File: config.mk
export PLATFORM = sky130hd
export DESIGN_NAME = traffic_phase_timer
export DESIGN_NICKNAME = d
export VERILOG_FILES = /design/src/rtl/traffic_light_pkg.sv /design/src/rtl/tick_gen.sv /design/src/rtl/traffic_phase_timer.sv
export SDC_FILE = /design/constraint.sdc
export NUM_CORES = 1
export LEC_CHECK = 0
export CAP_MARGIN = 25
export CORE_UTILIZATION = 35
export CTS_CLUSTER_SIZE = 10
export DETAILED_ROUTE_END_ITERATION = 12
export PLACE_DENSITY = 0.5
export SLEW_MARGIN = 20
export SYNTH_ARGS = -nofsm -noshare
export SYNTH_HDL_FRONTEND = slang
export SYNTH_HIERARCHICAL = 1
export SYNTH_SLANG_ARGS = --single-unit
File: constraint.sdc
create_clock -name clk -period 4.9 [get_ports clk]
set_input_delay 1.225 -clock clk [delete_from_list [all_inputs] [get_ports clk]]
set_output_delay 1.225 -clock clk [all_outputs]
set_load 0.005 [all_outputs]
File: src/rtl/traffic_light_pkg.sv
// Shared definitions for the traffic light FSM and its phase timer:
// phase codes, the per-phase duration limit and the countdown width.
package traffic_light_pkg;

  typedef enum logic [1:0] {
    PHASE_GREEN   = 2'b00,
    PHASE_YELLOW  = 2'b01,
    PHASE_RED     = 2'b10,
    PHASE_ILLEGAL = 2'b11
  } phase_e;

  localparam int MAX_SEC = 99;
  localparam int REM_W   = 7;

  // Packs a 0..99 value into {tens, ones} BCD digits.
  function automatic logic [7:0] to_bcd(input int unsigned value);
    logic [3:0] tens;
    logic [3:0] ones;
    tens = 4'(value / 10);
    ones = 4'(value % 10);
    return {tens, ones};
  endfunction

endpackage

File: src/rtl/tick_gen.sv
// One-second prescaler: tick is high for one cycle every TICK_DIV clocks,
// and clear restarts the period so the next tick is a full TICK_DIV away.
module tick_gen #(
  parameter int TICK_DIV = 50_000_000
) (
  input  logic clk,
  input  logic rst,
  input  logic clear,
  output logic tick
);

  localparam int CW = $clog2(TICK_DIV);
  localparam logic [CW-1:0] LAST = CW'(TICK_DIV - 1);

  logic [CW-1:0] count;

  generate
    if (TICK_DIV < 2) begin : g_bad_div
      $error("tick_gen: TICK_DIV must be at least 2");
    end
  endgenerate

  always_ff @(posedge clk or posedge rst) begin
    if (rst) begin
      count <= '0;
    end else if (clear) begin
      count <= '0;
    end else if (count == LAST) begin
      count <= '0;
    end else begin
      count <= count + 1'b1;
    end
  end

  assign tick = (count == LAST);

endmodule

File: src/rtl/traffic_phase_timer.sv
// Phase countdown for the traffic light: loads the duration of the phase
// being entered, counts it down once per second in binary and BCD, and flags expiry.
module traffic_phase_timer
  import traffic_light_pkg::*;
#(
  parameter int TICK_DIV   = 50_000_000,
  parameter int GREEN_SEC  = 30,
  parameter int YELLOW_SEC = 3,
  parameter int RED_SEC    = 25
) (
  input  logic             clk,
  input  logic             rst,
  input  logic [1:0]       current_state,
  input  logic             timer_load,
  output logic             timer_zero,
  output logic [REM_W-1:0] remaining,
  output logic [3:0]       remaining_tens,
  output logic [3:0]       remaining_ones
);

  localparam logic [7:0] GREEN_BCD  = to_bcd(GREEN_SEC);
  localparam logic [7:0] YELLOW_BCD = to_bcd(YELLOW_SEC);
  localparam logic [7:0] RED_BCD    = to_bcd(RED_SEC);

  generate
    if (GREEN_SEC < 1 || GREEN_SEC > MAX_SEC) begin : g_bad_green
      $error("traffic_phase_timer: GREEN_SEC out of range 1..99");
    end
    if (YELLOW_SEC < 1 || YELLOW_SEC > MAX_SEC) begin : g_bad_yellow
      $error("traffic_phase_timer: YELLOW_SEC out of range 1..99");
    end
    if (RED_SEC < 1 || RED_SEC > MAX_SEC) begin : g_bad_red
      $error("traffic_phase_timer: RED_SEC out of range 1..99");
    end
  endgenerate

  logic             tick;
  logic             armed;
  logic [REM_W-1:0] load_bin;
  logic [3:0]       load_tens;
  logic [3:0]       load_ones;

  // A load restarts the prescaler so the first second of a phase is complete.
  tick_gen #(
    .TICK_DIV (TICK_DIV)
  ) u_tick_gen (
    .clk   (clk),
    .rst   (rst),
    .clear (timer_load),
    .tick  (tick)
  );

  // The illegal code falls back to green so a glitched FSM still gets a sane phase.
  always_comb begin
    load_bin  = REM_W'(GREEN_SEC);
    load_tens = GREEN_BCD[7:4];
    load_ones = GREEN_BCD[3:0];
    case (phase_e'(current_state))
      PHASE_YELLOW: begin
        load_bin  = REM_W'(YELLOW_SEC);
        load_tens = YELLOW_BCD[7:4];
        load_ones = YELLOW_BCD[3:0];
      end
      PHASE_RED: begin
        load_bin  = REM_W'(RED_SEC);
        load_tens = RED_BCD[7:4];
        load_ones = RED_BCD[3:0];
      end
      default: ;
    endcase
  end

  // Load beats tick; at zero the counters hold until the next load.
  always_ff @(posedge clk or posedge rst) begin
    if (rst) begin
      remaining      <= '0;
      remaining_tens <= '0;
      remaining_ones <= '0;
      armed          <= 1'b0;
    end else if (timer_load) begin
      remaining      <= load_bin;
      remaining_tens <= load_tens;
      remaining_ones <= load_ones;
      armed          <= 1'b1;
    end else if (tick && (remaining != '0)) begin
      remaining <= remaining - REM_W'(1);
      if (remaining_ones == 4'd0) begin
        remaining_ones <= 4'd9;
        remaining_tens <= remaining_tens - 4'd1;
      end else begin
        remaining_ones <= remaining_ones - 4'd1;
      end
    end
  end

  assign timer_zero = armed && (remaining == '0);

endmodule

==> load_flow_metrics.sql <==
INSERT INTO impl_metrics (metric_group, metric, value, unit) VALUES
('status', 'status', 'finished, violations left', ''),
('status', 'violations', 'design-rule violations', ''),
('hold_path', 'worstHoldPathCells', '1', ''),
('timing', 'final-hold-violation-count', '0', ''),
('timing', 'slew_viol_final', '0', ''),
('synth', 'yosysWarningCount', '6', ''),
('global_route', 'grt_overflow_total', '0', ''),
('timing', 'setup-violations-final', '0', ''),
('clock_tree', 'clk_root_buffer_cell', 'clkbuf_8', ''),
('detailed_routing', 'drt_pass1_iterations', '10', ''),
('clock_tree', 'clkSinkCount', '42', ''),
('floorplan', 'io_pins', '21', ''),
('global_route', 'grt_antenna_before_repair', '0', ''),
('setup_path', 'ordered_cell_list_for_the_critical_path', 'inv_1, ha_1, nor2b_1, and3_1, clkdlybuf4s50_1', ''),
('floorplan', 'coreArea', '6460', 'um^2'),
('placement', 'placedCellCount', '332', ''),
('floorplan', 'die_height', '84.5', 'um'),
('clock_tree', 'cts_tree', 'built', ''),
('timing', 'max_freq', '0.297', 'GHz'),
('synth', 'ys_top_cells_by_area', 'dfrtp_1 (44%), ha_1 (4.2%), a21oi_1 (4.0%)', ''),
('clock_tree', 'numCtsBuffers', '5', ''),
('synth', 'yosys.area.top_type_share', '44.2', '%'),
('setup_path', 'path_max_fanout', '5', ''),
('setup_path', 'timing_worst_setup_path_type', 'reg2out', ''),
('synth', 'syn_area_per_cell', '9.83', 'um^2'),
('power', 'power_per_cell_area', '284', 'nW/um^2'),
('setup_path', 'r2r_end', 'remaining_tens[0]$_DFFE_PP0P_', ''),
('detailed_routing', 'detail_route.drc_violations', '3', ''),
('synth', 'synth_top_cell_by_area', 'dfrtp_1', ''),
('placement', 'routabilityCongestion', '0.751', ''),
('finish', 'fin_nets', '275', ''),
('synth', 'syn-instance-count', '242', ''),
('finish', 'syn2layout_area_growth', '17.6', '%'),
('finish', 'layout_common_cells', 'dfrtp_1 (42), clkdlybuf4s50_1 (20), nor2_1 (19), a21oi_1 (19), inv_1 (17)', ''),
('timing', 'skew', '0.0105', 'ns'),
('placement', 'buffer_ports.inserted', '20', ''),
('synth', 'postSynthNetCount', '255', ''),
('timing', 'setup_repair_after_global_routing_missed_its_margin', 'false', ''),
('power', 'vdd_ir_drop_max', '164', 'uV'),
('detailed_routing', 'drt-total-wl', '5.01', 'mm'),
('placement', 'dp_hpwl', '3.49', 'mm'),
('flow_run', 'cap_viol_max_count', '0', ''),
('finish', 'antenna_cells_inserted', '0', ''),
('setup_path', 'crit_path_max_incr_delay', '0.50', 'ns'),
('timing', 'period_needed', '3.37', 'ns'),
('timing', 'setup_total_negative_slack', '0', 'ns'),
('setup_path', 'timing.reg2reg.worst_path_depth', '7', ''),
('timing', 'max-slew-margin-rel', '40.6', '%'),
('synth', 'synth_top_flop_cell', 'dfrtp_1', ''),
('clock_tree', 'cts.hold.buffers_added', '0', ''),
('detailed_routing', 'via_per_inst', '5.36', ''),
('global_route', 'grt_pass1_wl', '8.83', 'mm'),
('clock_tree', 'post_cts_buffers', '0', ''),
('global_route', 'first_global_vias', '1835', ''),
('synth', 'post_synth_num_cell_types', '53', ''),
('detailed_routing', 'drt_first_iter_violations', '71', ''),
('global_route', 'grt_start_max_net_pins', '25', ''),
('synth', 'number_of_synthesized_flops_with_an_enable_pin', '0', ''),
('clock_tree', 'post_cts_resize_count', '0', ''),
('setup_path', 'worst_ep_arrival_time', '2.15', 'ns'),
('floorplan', 'die_x', '84.5', 'um'),
('detailed_routing', 'detail-route-antenna-nets', '0', ''),
('clock_tree', 'worstSkewPairLatency', '0.30', 'ns'),
('synth', 'synth_area', '2380', 'um^2'),
('synth', 'ys_async_sr_fraction', '100', '%'),
('setup_path', 'cp_data_required_time', '3.67', 'ns'),
('setup_path', 'cp-end-kind', 'primary output', ''),
('global_route', 'grt_usage', '15.6', '%'),
('setup_path', 'startpoint_type', 'register', ''),
('floorplan', 'num_rows', '29', ''),
('synth', 'synth_seq_cells', '42', '');
==> per-layer routing <==
layer | GRT usage, % | wire, um
met5 | 0 | 0
met4 | 4.62 | 49
met3 | 2.85 | 137
met2 | 27.0 | 2370
met1 | 19.8 | 2450
==> synth_stat cells, types with 3 or more instances <==
master	count
a211oi_1	3
a21oi_1	19
and3_1	4
clkbuf_1	4
dfrtp_1	42
ha_1	8
inv_1	17
mux2i_1	5
nand2_1	11
nand3_1	12
nand4_1	7
nor2_1	19
o21ai_0	5
o31ai_1	10
or3_1	4
or4_1	11
xnor2_1	7
xor2_1	8
==> where the power goes <==
| group | switching [uW] | leakage, uW | internal [uW] |
|---|---|---|---|
| logic | 37.6 | 0.000505 | 39.4 |
| clock network | 128 | 0.0000714 | 218 |
| registers | 15.5 | 0.000551 | 357 |
| total | 181 | 0.00113 | 614 |
==> how the worst max path moves through the flow <==
stage,slack [ns],endpoint,cells after the start,from
2_1_floorplan,1.95,remaining_tens[0]$_DFFE_PP0P_,7,u_tick_gen/count[16]$_DFF_PP0_
3_3_place_gp,1.74,remaining_tens[0]$_DFFE_PP0P_,7,u_tick_gen/count[16]$_DFF_PP0_
3_5_place_dp,1.72,remaining_tens[0]$_DFFE_PP0P_,7,u_tick_gen/count[16]$_DFF_PP0_
4_1_cts,1.51,timer_zero,5,remaining[0]$_DFFE_PP0P_
5_1_grt,1.36,timer_zero,5,remaining[0]$_DFFE_PP0P_
6_report,1.53,timer_zero,5,remaining[0]$_DFFE_PP0P_
==> cell type report <==
type,instances,area [um^2],area share (%)
Inverter,17,63.8,2.28
Clock buffer,6,82.6,2.95
Sequential cell,42,1050,37.6
Tap cell,77,96.3,3.44
Clock inverter,2,60.1,2.15
Multi-Input combinational cell,175,1220,43.5
Timing Repair Buffer,21,228,8.14
==> metrics by stage <==
step | hold WS (ns) | total power (uW) | area, um^2 | worst slack [ns]
2_1_floorplan | 0.427 | 421 | 2380 | 1.95
3_3_place_gp | 0.461 | 456 | 2630 | 1.74
3_5_place_dp | 0.458 | 459 | 2660 | 1.72
4_1_cts | 0.484 | 811 | 2800 | 1.51
5_1_grt | 0.508 | 833 | 2800 | 1.36
6_report | 0.490 | 795 | 2800 | 1.53
==> sequential cells by signal, indices dropped and copies added (netlist names) <==
name / flops
remaining: 7
remaining_tens: 4
u_tick_gen/count: 26
armed: 1
remaining_ones: 4
==> critical path: cells and delay by family, from the launching register on <==
| family | cells | cell delay [ns] |
|---|---|---|
| flip-flops | 1 | 0.41 |
| buffers and inverters | 2 | 0.62 |
| AND/OR/NAND/NOR | 2 | 0.63 |
| adder cells (fa/ha/maj) | 1 | 0.19 |
==> logic make-up after synthesis <==
| group | synth area share [%] |
|---|---|
| simple gates | 23.3 |
| compound gates | 14.9 |
| flops | 44.2 |
| buf+inv | 4.73 |
| xor+xnor | 5.52 |
| fa+ha+maj | 4.21 |
| mux | 3.21 |
Power figures use the tool's default switching activity.
